<file path="config.mk">
export PLATFORM = sky130hd
export DESIGN_NAME = miriscv_lsu
export DESIGN_NICKNAME = d
export VERILOG_FILES = /design/src/rtl/miriscv_lsu.sv
export SDC_FILE = /design/constraint.sdc
export NUM_CORES = 1
export LEC_CHECK = 0
export BUFFER_PORTS_ARGS = -buffer_cell sky130_fd_sc_hd__buf_2
export CAP_MARGIN = 20
export CORE_ASPECT_RATIO = 0.75
export CORE_MARGIN = 5
export CORE_UTILIZATION = 44
export CTS_CLUSTER_DIAMETER = 80
export DETAILED_ROUTE_END_ITERATION = 7
export PLACE_DENSITY = 0.76
export SETUP_SLACK_MARGIN = 0.4
export SLEW_MARGIN = 20
export SYNTH_ARGS = -nofsm -noshare
export SYNTH_HDL_FRONTEND = slang
export SYNTH_SLANG_ARGS = --single-unit
</file>
<file path="constraint.sdc">
create_clock -name clk_i -period 3.6 [get_ports clk_i]
set_input_delay 0.54 -clock clk_i [delete_from_list [all_inputs] [get_ports clk_i]]
set_output_delay 0.54 -clock clk_i [all_outputs]
set_load 0.02 [all_outputs]
</file>
<file path="src/rtl/miriscv_lsu.sv">
// Load-store unit: runs a req/gnt/rvalid bus transaction per memory op, stalls the core meanwhile,
// formats store byte enables/data and aligns/extends load data for the register file.
module miriscv_lsu #(
  parameter int TIMEOUT_CYCLES = 16
) (
  input  logic        clk_i,
  input  logic        reset,
  input  logic        lsu_req_i,
  input  logic        lsu_we_i,
  input  logic [2:0]  lsu_size_i,
  input  logic [31:0] lsu_addr_i,
  input  logic [31:0] lsu_data_i,
  output logic        lsu_stall_req_o,
  output logic [31:0] lsu_data_o,
  output logic        lsu_valid_o,
  output logic        lsu_err_o,
  output logic        data_req_o,
  output logic        data_we_o,
  output logic [3:0]  data_be_o,
  output logic [31:0] data_addr_o,
  output logic [31:0] data_wdata_o,
  input  logic        data_gnt_i,
  input  logic        data_rvalid_i,
  input  logic [31:0] data_rdata_i
);
  typedef enum logic [1:0] {IDLE, REQ, RESP} state_t;
  localparam int CW = (TIMEOUT_CYCLES > 1) ? $clog2(TIMEOUT_CYCLES) : 1;

  state_t        state;
  logic          req_q, we_q;
  logic [2:0]    size_q;
  logic [1:0]    off_q;
  logic [31:0]   addr_q, wdata_q, data_q;
  logic [3:0]    be_q;
  logic [CW-1:0] cnt;

  logic        size_ok, align_ok, legal, accept, done, timeout;
  logic [3:0]  be_n;
  logic [31:0] wdata_n, rsh, ext;
  logic [15:0] half;

  always_comb begin
    size_ok = 1'b1;
    case (lsu_size_i)
      3'b011, 3'b110, 3'b111: size_ok = 1'b0;
      default:                size_ok = 1'b1;
    endcase
    align_ok = !((lsu_size_i[1:0] == 2'b10 && lsu_addr_i[1:0] != 2'b00) ||
                 (lsu_size_i[1:0] == 2'b01 && lsu_addr_i[0]));
    legal    = size_ok & align_ok;
  end

  // Store lanes are replicated so the addressed byte/half lands under its enable.
  always_comb begin
    case (lsu_size_i[1:0])
      2'b00: begin
        be_n    = 4'b0001 << lsu_addr_i[1:0];
        wdata_n = {4{lsu_data_i[7:0]}};
      end
      2'b01: begin
        be_n    = 4'b0011 << lsu_addr_i[1:0];
        wdata_n = {2{lsu_data_i[15:0]}};
      end
      default: begin
        be_n    = 4'b1111;
        wdata_n = lsu_data_i;
      end
    endcase
  end

  always_comb begin
    rsh  = data_rdata_i >> {off_q, 3'b000};
    half = off_q[1] ? data_rdata_i[31:16] : data_rdata_i[15:0];
    case (size_q[1:0])
      2'b00:   ext = {{24{~size_q[2] & rsh[7]}}, rsh[7:0]};
      2'b01:   ext = {{16{~size_q[2] & half[15]}}, half};
      default: ext = data_rdata_i;
    endcase
  end

  assign accept  = (state == IDLE) & lsu_req_i & legal;
  assign done    = (state == RESP) & data_rvalid_i;
  assign timeout = (TIMEOUT_CYCLES != 0) && (state != IDLE) &&
                   (cnt == CW'(TIMEOUT_CYCLES - 1)) && !done;

  always_ff @(posedge clk_i or posedge reset) begin
    if (reset) begin
      state   <= IDLE;
      req_q   <= 1'b0;
      we_q    <= 1'b0;
      size_q  <= '0;
      off_q   <= '0;
      addr_q  <= '0;
      wdata_q <= '0;
      be_q    <= '0;
      cnt     <= '0;
      data_q  <= '0;
    end else begin
      case (state)
        IDLE: if (accept) begin
          state   <= REQ;
          req_q   <= 1'b1;
          we_q    <= lsu_we_i;
          size_q  <= lsu_size_i;
          off_q   <= lsu_addr_i[1:0];
          addr_q  <= {lsu_addr_i[31:2], 2'b00};
          be_q    <= be_n;
          wdata_q <= wdata_n;
          cnt     <= '0;
        end
        REQ: begin
          cnt <= cnt + 1'b1;
          if (timeout) begin
            state <= IDLE;
            req_q <= 1'b0;
          end else if (data_gnt_i) begin
            state <= RESP;
            req_q <= 1'b0;
          end
        end
        RESP: begin
          cnt <= cnt + 1'b1;
          if (done || timeout) state <= IDLE;
        end
        default: begin
          state <= IDLE;
          req_q <= 1'b0;
        end
      endcase
      if (lsu_valid_o) data_q <= ext;
    end
  end

  assign lsu_stall_req_o = ~reset & (accept |
                           (((state == REQ) | ((state == RESP) & ~data_rvalid_i)) & ~timeout));
  assign lsu_err_o    = ~reset & (((state == IDLE) & lsu_req_i & ~legal) | timeout);
  assign lsu_valid_o  = done & ~we_q;
  assign lsu_data_o   = lsu_valid_o ? ext : data_q;
  assign data_req_o   = req_q;
  assign data_we_o    = we_q;
  assign data_be_o    = be_q;
  assign data_addr_o  = addr_q;
  assign data_wdata_o = wdata_q;
endmodule

</file>
==> results.toml <==
[worst_setup_path]
reg2reg_from = "state[1]$_DFFE_PP0P_"
cp.arrival_ns = 2.46
worstRegToRegCells = 6
rrSetupSlack_ns = 1.59
start_kind = "flop"
r2r_end = "state[1]$_DFFE_PP0P_"
endpoint_kind = "output port"
crit_chain = "inv_1 -> ha_1 -> nand3b_1 -> nor3_1 -> nand3_1 -> o21ai_0 -> buf_2"
max_stage_delay_ns = 0.41
cp.required_ns = 3.06
cpMaxStageDelayCell = "dfrtp_1"
path_buf_inv = 2
crit_fanout = 7
worstSetupPathType = "flop to output port"
cp_top_family = "simple AND/OR/NAND/NOR gates"

[drt]
via_per_inst = 5.348
drc = 0
wl_per_cell_um = 17.07
antenna_left = 0
drt-initial-drc-count = 296
drt_wl_total_um = 14850
firstDrtPassIters = 5
vias = 4653

[clock_network]
cts_tree = "yes"
cts.htree.levels = 3
cts_setup_buffers = 0
clk_latency_ns = 0.34
hold_buffers = 0
path_clk_slew_ns = 0.07
root_buffer = "clkbuf_16"
clk_path_buf_depth = 2
cts.repair.resized = 0
clock_sinks = 111
cts_made_buffers = 9

[global_route]
grt_usage_pct = 20.38
grt_antenna_before_repair = 0
grt_start_max_net_pins = 62
grt_pass1_wl_um = 23600
grt_pass1_vias = 4557
grt_overflow_total = 0

[finish]
layout-drive-gt1-share_pct = 40.11
seqCellArea_um2 = 2779
stdcell_count = 870
syn2layout_area_growth_pct = 27.76
fin_nets = 813
n_fill_cell = 999
layout_common_cells = "207 x buf_2, 110 x dfrtp_1, 72 x nand2_1, 50 x o21ai_0, 43 x nand3_1"
multi_input_comb_area_um2 = 2338
antennaDiodeCount = 0
final_common_cell = "buf_2"
design_area_um2 = 6784

[logic_synthesis]
ys_types = 44
avgSynthCellArea_um2 = 10.37
syn_area_um2 = 5310
seq_area_frac_synth_pct = 52.31
synthFlopType = "dfrtp_1"
synthArstFlopShare_pct = 100.0
synth_cells = 512
ys_warn_count = 0
synth_edf_count = 0
ys_seq_elements = 111

[die]
core_area_um2 = 11700
die-area_um2 = 14390
start_util_pct = 45.39
die_y_um = 105.1
die_w_um = 136.9
rows = 34
top_level_ports = 210

[placement]
hpwlAfterDp_um = 11210
post_dp_cell_area_um2 = 6474
dpl.cell_count = 855
io_buffer_count = 207
place.gp.congestion = 0.8707
preCtsSetupSlack_ns = 0.9247

[power]
power.density_nw_per_um2 = 898.2
ir_worst_vdd_uv = 389.2
leakage_nw = 3.431

[run]
maxCapViolCount = 0

[outcome]
status = "finished, final reports clean"

[sta]
final-setup-viol-count = 0
tightest_slew_ns = 0.9726
rsz0062_at_grt = "false"
setup-tns-final_ns = 0
hold_viol_final = 0
fmax_ghz = 0.3334
fin_crit_ns = 3.000
setup_ws_ns = 0.6003
relSlewSlack_pct = 34.92
finalClockSkew_ns = 0.009509
drv_slew = 0
fin_crit_sh_pct = 83.33

[worst_hold_path]
hp-class = "input port to async pin"
## area by class of cell
class	instances	area share (%)
inverter	6	0.4426
tap	162	2.988
sequential	111	40.96
clock buffer	11	3.726
multi-input combinational	360	34.47
clock inverter	4	0.7746
timing repair buffer	216	16.64
## routing by layer
layer,part of all wire (%),up-vias,track usage (%)
met5,0,-,0
met1,42,2235,27.81
met2,47,219,31.79
met3,10,23,6.916
met4,1.3,0,4.202
li1,-,2176,-
## registers in the layout, indices dropped and copies added, names as in the netlist
name and cells:
cnt 4, off_q 2, data_q 32, data_we_o 1
data_req_o 1, data_wdata_o 32, data_be_o 4, data_addr_o 30
size_q 3, state 2
## synthesized netlist by cell type, types with 4 or more instances
library cell	count	share of area (%)
a221oi_1	7	1.2
nand3b_1	9	1.3
buf_2	15	1.4
nand2_1	72	5.1
ha_1	4	0.94
mux2_2	34	7.2
dfrtp_1	111	52
o21ai_0	50	4.7
nand2b_1	8	0.94
or3_1	8	0.94
inv_1	6	0.42
mux2i_1	28	5.3
a21oi_1	24	2.3
nand3_1	43	4.1
clkbuf_1	14	0.99
nor2_1	32	2.3
mux2_4	10	2.8
## cell families (layout without fill, tap and decap cells)
| family | count (synthesis) | in the layout | share of synthesized area [%] |
|---|---|---|---|
| adders and majority gates | 4 | 4 | 0.9425 |
| AOI/OAI and AO/OA | 97 | 97 | 10.89 |
| muxes | 72 | 72 | 15.32 |
| other | 1 | 2 | 0.07062 |
| and+or+nand+nor | 185 | 185 | 16.59 |
| DFF | 111 | 111 | 52.31 |
| buffers and inverters | 42 | 237 | 3.888 |
## worst max-delay path by stage
stage | startpoint | endpoint | slack, ns | depth (start not counted)
after global placement | off_q[1]$_DFFE_PP0P_ | lsu_data_o[4] | 1.09 | 5
after CTS | state[0]$_DFFE_PP0P_ | lsu_data_o[5] | 0.55 | 8
after detailed placement | state[0]$_DFFE_PP0P_ | lsu_data_o[5] | 0.92 | 8
after global routing | state[0]$_DFFE_PP0P_ | lsu_data_o[5] | 0.41 | 8
after floorplan | state[0]$_DFFE_PP0P_ | lsu_data_o[3] | 1.19 | 7
final | state[0]$_DFFE_PP0P_ | lsu_data_o[11] | 0.60 | 7
## through the flow
step | power, W | hold WS, ns | utilization, %
after floorplan | 0.004084 | 0.4920 | -
after global placement | 0.004988 | 0.4580 | 55.34
after detailed placement | 0.005099 | 0.4655 | 55.34
after CTS | 0.006139 | 0.4170 | 57.95
after global routing | 0.006495 | 0.4144 | 57.99
final | 0.006093 | 0.4115 | 57.99
## power breakdown
part           internal [W]  switching [W]  total (W)  leakage, nW
clock              0.000578       0.000443    0.00102        0.152
sequential          0.00184       0.000395    0.00224         1.35
combinational       0.00108        0.00176    0.00284         1.93
total               0.00350        0.00260    0.00609         3.43
## worst reg2reg max path, stage by stage, from the launching register on
cell and delay [ns]:
dfrtp_1 0.42, inv_1 0.10, ha_1 0.32, and4b_1 0.26, or3b_1 0.42, a21boi_1 0.18, a221oi_2 0.23
No activity file was read; power rests on OpenSTA's default activity.
